<file path="config.mk">
export PLATFORM = sky130hd
export DESIGN_NAME = psum_merge_node
export DESIGN_NICKNAME = d
export VERILOG_FILES = /design/src/rtl/psum_merge_node.sv
export SDC_FILE = /design/constraint.sdc
export NUM_CORES = 1
export LEC_CHECK = 0
export BUFFER_PORTS_ARGS = -buffer_cell sky130_fd_sc_hd__buf_2
export CORE_UTILIZATION = 45
export CTS_BUF_LIST = sky130_fd_sc_hd__clkbuf_16
export DETAILED_ROUTE_END_ITERATION = 8
export GPL_ROUTABILITY_DRIVEN = 0
export PLACE_DENSITY = 0.65
export SLEW_MARGIN = 20
export SYNTH_ARGS = -nofsm -noshare
export SYNTH_HDL_FRONTEND = slang
export SYNTH_SLANG_ARGS = --single-unit
export TNS_END_PERCENT = 100
</file>
<file path="constraint.sdc">
create_clock -name clk -period 5.9 [get_ports clk]
set_input_delay 1.475 -clock clk [delete_from_list [all_inputs] [get_ports clk]]
set_output_delay 1.475 -clock clk [all_outputs]
set_load 0.01 [all_outputs]
</file>
<file path="src/rtl/psum_merge_node.sv">
// Partial-sum merge endpoint: sums NUM_PSUM row partials per output pixel and queues ofmap packets to memory.
// Optional build macro PSUM_MERGE_SAT_EN makes every addition saturate at 8'hFF instead of wrapping.
module psum_merge_node #(
  parameter logic [4:0] NODE_ID     = 5'd20,
  parameter logic [4:0] MEM_ID      = 5'd0,
  parameter int         NUM_PSUM    = 3,
  parameter int         OUT_ENTRIES = 25,
  parameter int         OFIFO_DEPTH = 4
) (
  input  logic        clk,
  input  logic        rst_n,
  input  logic        in_valid,
  output logic        in_ready,
  input  logic [19:0] in_pkt,
  output logic        out_valid,
  input  logic        out_ready,
  output logic [19:0] out_pkt,
  output logic        done,
  output logic        err_idx
);

  // Handshake: a packet moves on either side exactly when valid and ready are both
  // high at a rising clk edge; ready never depends on the partner's valid.

  localparam int AW = (OUT_ENTRIES > 1) ? $clog2(OUT_ENTRIES) : 1;
  localparam int PW = $clog2(OFIFO_DEPTH);

  logic [7:0]    acc [OUT_ENTRIES];
  logic [2:0]    cnt [OUT_ENTRIES];
  logic [14:0]   fifo_mem [OFIFO_DEPTH];
  logic [PW-1:0] wr_ptr, rd_ptr;
  logic [PW:0]   fifo_count;
  logic [7:0]    emit_cnt;
  logic          done_q, err_q;

  logic [6:0]    in_idx;
  logic [4:0]    in_dst;
  logic [7:0]    in_psum;
  logic [AW-1:0] sel;
  logic          in_fire, pkt_ok, is_final, push, pop;
  logic [8:0]    sum9;
  logic [7:0]    new_sum;
  logic [14:0]   head;

  always_comb begin
    in_idx   = {in_pkt[9:8], in_pkt[19:15]};
    in_dst   = in_pkt[14:10];
    in_psum  = in_pkt[7:0];
    sel      = in_idx[AW-1:0];
    in_fire  = in_valid & in_ready;
    pkt_ok   = ({1'b0, in_idx} < 8'(OUT_ENTRIES)) && (in_dst == NODE_ID);
    sum9     = {1'b0, acc[sel]} + {1'b0, in_psum};
`ifdef PSUM_MERGE_SAT_EN
    new_sum  = sum9[8] ? 8'hFF : sum9[7:0];
`else
    new_sum  = sum9[7:0];
`endif
    is_final = cnt[sel] >= 3'(NUM_PSUM - 1);
    push     = in_fire & pkt_ok & is_final;
    pop      = out_valid & out_ready;
  end

  // Ready leaves one free slot so a final contribution can always be queued.
  assign in_ready  = rst_n & (fifo_count < (PW+1)'(OFIFO_DEPTH - 1));
  assign out_valid = (fifo_count != '0);
  assign head      = fifo_mem[rd_ptr];
  assign out_pkt   = out_valid ? {head[12:8], MEM_ID, head[14:13], head[7:0]} : 20'd0;
  assign done      = done_q;
  assign err_idx   = err_q;

  always_ff @(posedge clk) begin
    if (!rst_n) begin
      for (int i = 0; i < OUT_ENTRIES; i++) begin
        acc[i] <= 8'd0;
        cnt[i] <= 3'd0;
      end
      err_q <= 1'b0;
    end else if (in_fire) begin
      if (!pkt_ok) begin
        err_q <= 1'b1;
      end else if (is_final) begin
        acc[sel] <= 8'd0;
        cnt[sel] <= 3'd0;
      end else begin
        acc[sel] <= new_sum;
        cnt[sel] <= cnt[sel] + 3'd1;
      end
    end
  end

  // Storage needs no reset: out_pkt is masked whenever the queue is empty.
  always_ff @(posedge clk) begin
    if (push) fifo_mem[wr_ptr] <= {in_idx, new_sum};
  end

  always_ff @(posedge clk) begin
    if (!rst_n) begin
      wr_ptr     <= '0;
      rd_ptr     <= '0;
      fifo_count <= '0;
      emit_cnt   <= 8'd0;
      done_q     <= 1'b0;
    end else begin
      if (push) wr_ptr <= wr_ptr + 1'b1;
      if (pop)  rd_ptr <= rd_ptr + 1'b1;
      if (push && !pop)      fifo_count <= fifo_count + 1'b1;
      else if (pop && !push) fifo_count <= fifo_count - 1'b1;
      if (pop) begin
        emit_cnt <= emit_cnt + 8'd1;
        if (emit_cnt == 8'(OUT_ENTRIES - 1)) done_q <= 1'b1;
      end
    end
  end

endmodule

</file>
* Yosys cells after proc, flatten, opt, wreduce, memory -nomap -nowiden
Memories as Yosys holds them, arrays and structs flattened. A register that Yosys moved wholly into a read port is not among the register bits.
Index checks and enable logic that the tools add are counted.
** Word-level totals
- Flip-flop bits (word level) :: 17
- Bits in writable memories :: 335
- Bits of input ports :: 24
- Output and inout port bits :: 24
- Logic and storage cells :: 66
- Memories kept :: 3
** Cells by class
- Add/sub/neg operators :: 7
- Order comparisons :: 3
- Equal/unequal tests :: 2
- Muxes and demuxes :: 26
- Bitwise operators :: 8
- Reduce and logical (&&, ||, !) cells :: 11
** Memories
- acc :: depth 25, bits a word 8, rd ports 1, clocked after Yosys merged registers in 0, write ports 25, RTL line 28 : logic [7:0] acc [OUT_ENTRIES];
- cnt :: depth 25, bits a word 3, rd ports 1, clocked after Yosys merged registers in 0, write ports 25, RTL line 29 : logic [2:0] cnt [OUT_ENTRIES];
- fifo_mem :: depth 4, bits a word 15, rd ports 1, clocked after Yosys merged registers in 1, write ports 1, RTL line 30 : logic [14:0] fifo_mem [OFIFO_DEPTH];
** Operator list (number)
- 2-to-1 mux 20 bit :: 1
- 2-to-1 mux 8 bit :: 2
- 2-to-1 mux 1 bit :: 15
- 2-to-1 mux 3 bit :: 4
- 2-to-1 mux 5 bit :: 2
- adder 8 x 1 -> 8 bit, second input constant :: 1
- adder 8 bit :: 1
- equality test 8 x 5 -> 1 bit, second input constant :: 1
- OR reduction 8 bit :: 1
- < comparator 7 x 5 -> 1 bit, second input constant :: 1
- adder 3 x 1 -> 3 bit, second input constant :: 2
- bitwise AND 1 bit :: 5
- equality test 5 bit, second input constant :: 1
- adder 2 x 1 -> 2 bit, second input constant :: 2
- 2-to-1 mux 2 bit :: 2
- AND reduction 2 bit :: 2
- greater-or-equal comparator 3 x 2 -> 1 bit, second input constant :: 1
- logical AND 1 bit :: 3
- < comparator 3 x 2 -> 1 bit, second input constant :: 1
- nonzero test 3 bit :: 1
- OR reduction 3 bit :: 1
- subtractor 3 x 1 -> 3 bit, second input constant :: 1
- zero test 1 bit :: 2
- bitwise OR 1 bit :: 2
- 2 further kinds :: 2

* Longest topological paths before layout
An unclocked memory read counts as a cell.
- Word-level depth :: 10
- Mapped depth :: 20
- Depth with buffers taken out :: 12

* Least setup slack after synthesis
OpenSTA, ideal clock, no wires.
- Path type :: input to register
- Start :: input in_pkt[16]
- End :: memory acc[25][6] (data pin)
- Library setup time :: 288 ps
- Data arrival time :: 5898 ps
- Required time :: 5612 ps
- Slack :: -286 ps
- Cell stages on the path :: 20
- Path buffers :: 8
- Cell sequence :: buf_2 > buf_4 > buf_2 > buf_2 > buf_2 > buf_1 > buf_1 > mux4_2 > a22oi_1 > o2111ai_1 > ha_1 > inv_1 > fa_1 > nor2b_1 > o21ai_0 > a21boi_0 > o21ai_0 > nor3b_1 > clkbuf_1 > nor3_1
** RTL lines
- start, declared :: RTL line 14 : input logic [19:0] in_pkt,
- end, declared :: RTL line 28

==> flow_metrics.env <==
export IMPL_path_cells="buf_4 > buf_12 > buf_4 > mux4_2 > a22oi_1 > o2111ai_1 > ha_1 > inv_1 > fa_1 > nor2b_1 > o21ai_0 > a21boi_0 > o21ai_0 > a21boi_2 > nor3_1"
export IMPL_violations="design-rule violations"
export IMPL_die_y_um=206
export IMPL_reg2reg_setup_slack_ns=2.05
export IMPL_cts_resized=0
export IMPL_ioPinCount=48
export IMPL_cap_violations=0
export IMPL_root_buffer="clkbuf_16"
export IMPL_antennaDiodeCount=0
export IMPL_io_buffers=42
export IMPL_ys_types=55
export IMPL_die_area_sq_um=42600
export IMPL_drtIter0Drc=1240
export IMPL_ant_nets=0
export IMPL_nFillCells=3407
export IMPL_status="finished, violations left"
export IMPL_clockBufferDepth=3
export IMPL_tightest_slew_ns=0.945
export IMPL_grt_pass1_wl_um=69200
export IMPL_r2r_start="acc[31][1]"
export IMPL_areaGrowthSynthToFinish_pct=14.5
export IMPL_post_drt_wl_per_cell_um=23.5
export IMPL_crit_fanout=20
export IMPL_holdPathStages=2
export IMPL_ys_seq_area_share_pct=67.8
export IMPL_setup_viol=0
export IMPL_cp_slowest_cell="nor3_1"
export IMPL_fin_skew_ns=0.0243
export IMPL_cts_sinks=431
export IMPL_synth_warnings=0
export IMPL_worstSetupPathType="primary input to flop"
export IMPL_clock_latency_ns=0.56
export IMPL_post_dp_cell_area_sq_um=20100
export IMPL_r2r_end="acc[29][7]"
export IMPL_rsz0062_at_grt="false"
export IMPL_synth_edf_count=412
export IMPL_finalCriticalPeriod_ns=5.08
export IMPL_dr_pass1_iters=8
export IMPL_syn_cell_area_sq_um=18800
export IMPL_numCtsBuffers=46
export IMPL_fin_nets=1436
export IMPL_cts_tree="built"
export IMPL_final_cell_area_sq_um=21500
export IMPL_hp_class="flop to flop"
export IMPL_antenna_found_initial=0
export IMPL_hold_violations=0
export IMPL_layout_drive_gt1_share_pct=21.0
export IMPL_cts_htree_levels=2
export IMPL_synth_seq_cells=431
export IMPL_critPathArrivalTime_ns=5.30
export IMPL_postSynthCellCount=1272
export IMPL_finalSetupTns_ns=0
export IMPL_drc=10
export IMPL_start_kind="primary input"
export IMPL_start_util_pct=45.9
export IMPL_critPathCaptureType="flop"
export IMPL_reg2regPathDepth=12
export IMPL_core_area_sq_um=41000
export IMPL_final_max_slew_violation_count=0
export IMPL_async_flop_share_pct=0
export IMPL_ys_flop_type="edfxtp_1"
export IMPL_die_w_um=206
export IMPL_slew_headroom_pct=36.5
export IMPL_holdPathEnd="done"
export IMPL_overflow=0
export IMPL_p_leak_nw=7.55
export IMPL_finalCritPeriodShare_pct=86.1
export IMPL_wl_um=46200
export IMPL_hold_buffers=0
export IMPL_cts_clk_slew_worst_paths_ns=0.06
export IMPL_fmax_mhz=197
export IMPL_syn_area_per_cell_sq_um=14.8
export IMPL_rows=74
export IMPL_routed_via_count=11400
export IMPL_grt_max_degree=39
export IMPL_vias_per_cell=5.83
export IMPL_power_density_nw_per_um2=324
export IMPL_hpwl_um=30700
export IMPL_crit_required_ns=6.12
export IMPL_ir_worst_vdd_uv=195
export IMPL_grt_pass1_vias=11300
export IMPL_hold_start="done"
export IMPL_crit_path_max_incr_delay_ns=0.77
export IMPL_whs_ns=0.471
export IMPL_track_usage_pct=22.2
export IMPL_post_cts_buffers=0
-- metrics by stage --
step                power, mW  setup WS, ns  std cells  util [%]
floorplan                4.05        0.0525       1353         -
global placement         4.33         0.354       1879      49.1
detailed placement       4.35         0.163       1879      49.1
CTS                      7.01         0.745       1962      52.5
global route             7.19         0.328       1962      52.5
finish                   6.97         0.820       1962      52.5
-- logic make-up (layout without fill, tap and decap cells) --
group	count (synthesis)	count (layout)	share of synthesized area [%]
multiplexers	126	126	12.5
other	1	82	0.0199
XOR/XNOR	12	12	0.559
AND/OR/NAND/NOR	431	431	10.5
buffers and inverters	146	223	3.21
flip-flops	431	431	67.8
AO/OA/AOI/OAI	108	108	4.18
adder cells (fa/ha/maj)	17	17	1.21
-- sequential cells by signal, indices dropped and copies added, names as in the netlist, named ones only --
signal and count:
acc 256, cnt 96, done 1, emit_cnt 8, err_idx 1, fifo_count 3
fifo_mem 60, rd_ptr 2, wr_ptr 2
-- cells in the final DEF, fill, tap and decap left out, types with 9 or more instances in the layout --
cell type  instances
and2_1            23
a21oi_1           15
dfxtp_1           18
nor3_1            56
nand2_1           71
clkinv_2          11
nor4_1            24
mux4_2            84
a211oi_1          26
buf_2             40
buf_4             68
clkinv_1          11
ha_1              15
a22oi_1           30
nand4_1            9
clkbuf_16         47
and3_1            11
nor2_1           196
conb_1            82
mux2i_1           13
edfxtp_1         412
inv_1             36
mux2_2            26
xor2_1             9
nand3_1           14
-- layout make-up --
cell class,instances,area (sq um),share of cell area (%)
Clock buffer,47,1180,5.46
Inverter,27,101,0.471
Tap cell,532,666,3.09
Multi-Input combinational cell,776,5810,27.0
Clock inverter,36,215,0.999
Sequential cell,431,12800,59.2
Timing Repair Buffer,113,811,3.76
-- critical path: cells and delay by family --
family | cells | cell delay [ns]
compound gates | 6 | 1.06
buf+inv | 4 | 0.93
simple gates | 2 | 0.82
mux | 1 | 0.52
fa+ha+maj | 2 | 0.44
-- routing by layer --
layer / vias up / part of all wire [%] / track usage, %
li1: 5016 / - / -
met1: 5775 / 39 / 29.7
met2: 552 / 48 / 35.7
met3: 98 / 8.7 / 4.37
met4: 0 / 3.4 / 8.48
met5: - / 0 / 0
-- power by group --
part / internal (mW) / leakage [nW] / switching [mW]
Clock: 1.53 / 0.729 / 1.16
Sequential: 3.46 / 4.33 / 0.0521
Combinational: 0.300 / 2.49 / 0.474
Total: 5.28 / 7.55 / 1.68
-- cells in the mapped netlist, types with 2 or more instances --
cell / n / area share (%)
nor4bb_1: 2 / 0.11
and3b_1: 3 / 0.14
nor4_1: 24 / 0.80
o22ai_1: 4 / 0.13
buf_1: 8 / 0.16
buf_2: 24 / 0.64
ha_1: 15 / 1.0
nand4_1: 9 / 0.30
xnor2_1: 2 / 0.093
o21ai_0: 6 / 0.16
inv_1: 26 / 0.52
nand3_2: 3 / 0.16
mux2_1: 3 / 0.18
a22oi_1: 30 / 1.2
and3_1: 11 / 0.37
or3_1: 5 / 0.17
dfxtp_1: 19 / 2.0
mux4_2: 84 / 10
a211oi_1: 26 / 1.0
and4_1: 2 / 0.093
a222oi_1: 7 / 0.37
fa_1: 2 / 0.21
nor3_1: 57 / 1.5
edfxtp_1: 412 / 66
mux2i_1: 13 / 0.69
a21oi_1: 15 / 0.40
clkbuf_1: 80 / 1.6
nand3_1: 15 / 0.40
nand2_1: 71 / 1.4
nor3b_1: 5 / 0.20
mux2_2: 26 / 1.6
and2_1: 23 / 0.76
buf_4: 7 / 0.28
xor2_1: 10 / 0.47
a31oi_1: 2 / 0.067
a22o_1: 7 / 0.33
nor2_1: 196 / 3.9
-- worst max path at each step --
stage / startpoint / slack [ns] / endpoint
floorplan: in_pkt[15] / 0.05 / acc[25][6]
global placement: in_pkt[15] / 0.35 / acc[31][6]
global route: in_pkt[15] / 0.33 / acc[26][6]
finish: in_pkt[15] / 0.82 / acc[25][6]
detailed placement: in_pkt[15] / 0.16 / acc[26][6]
CTS: in_pkt[15] / 0.74 / acc[26][6]
No activity file was read; power rests on OpenSTA's default activity.
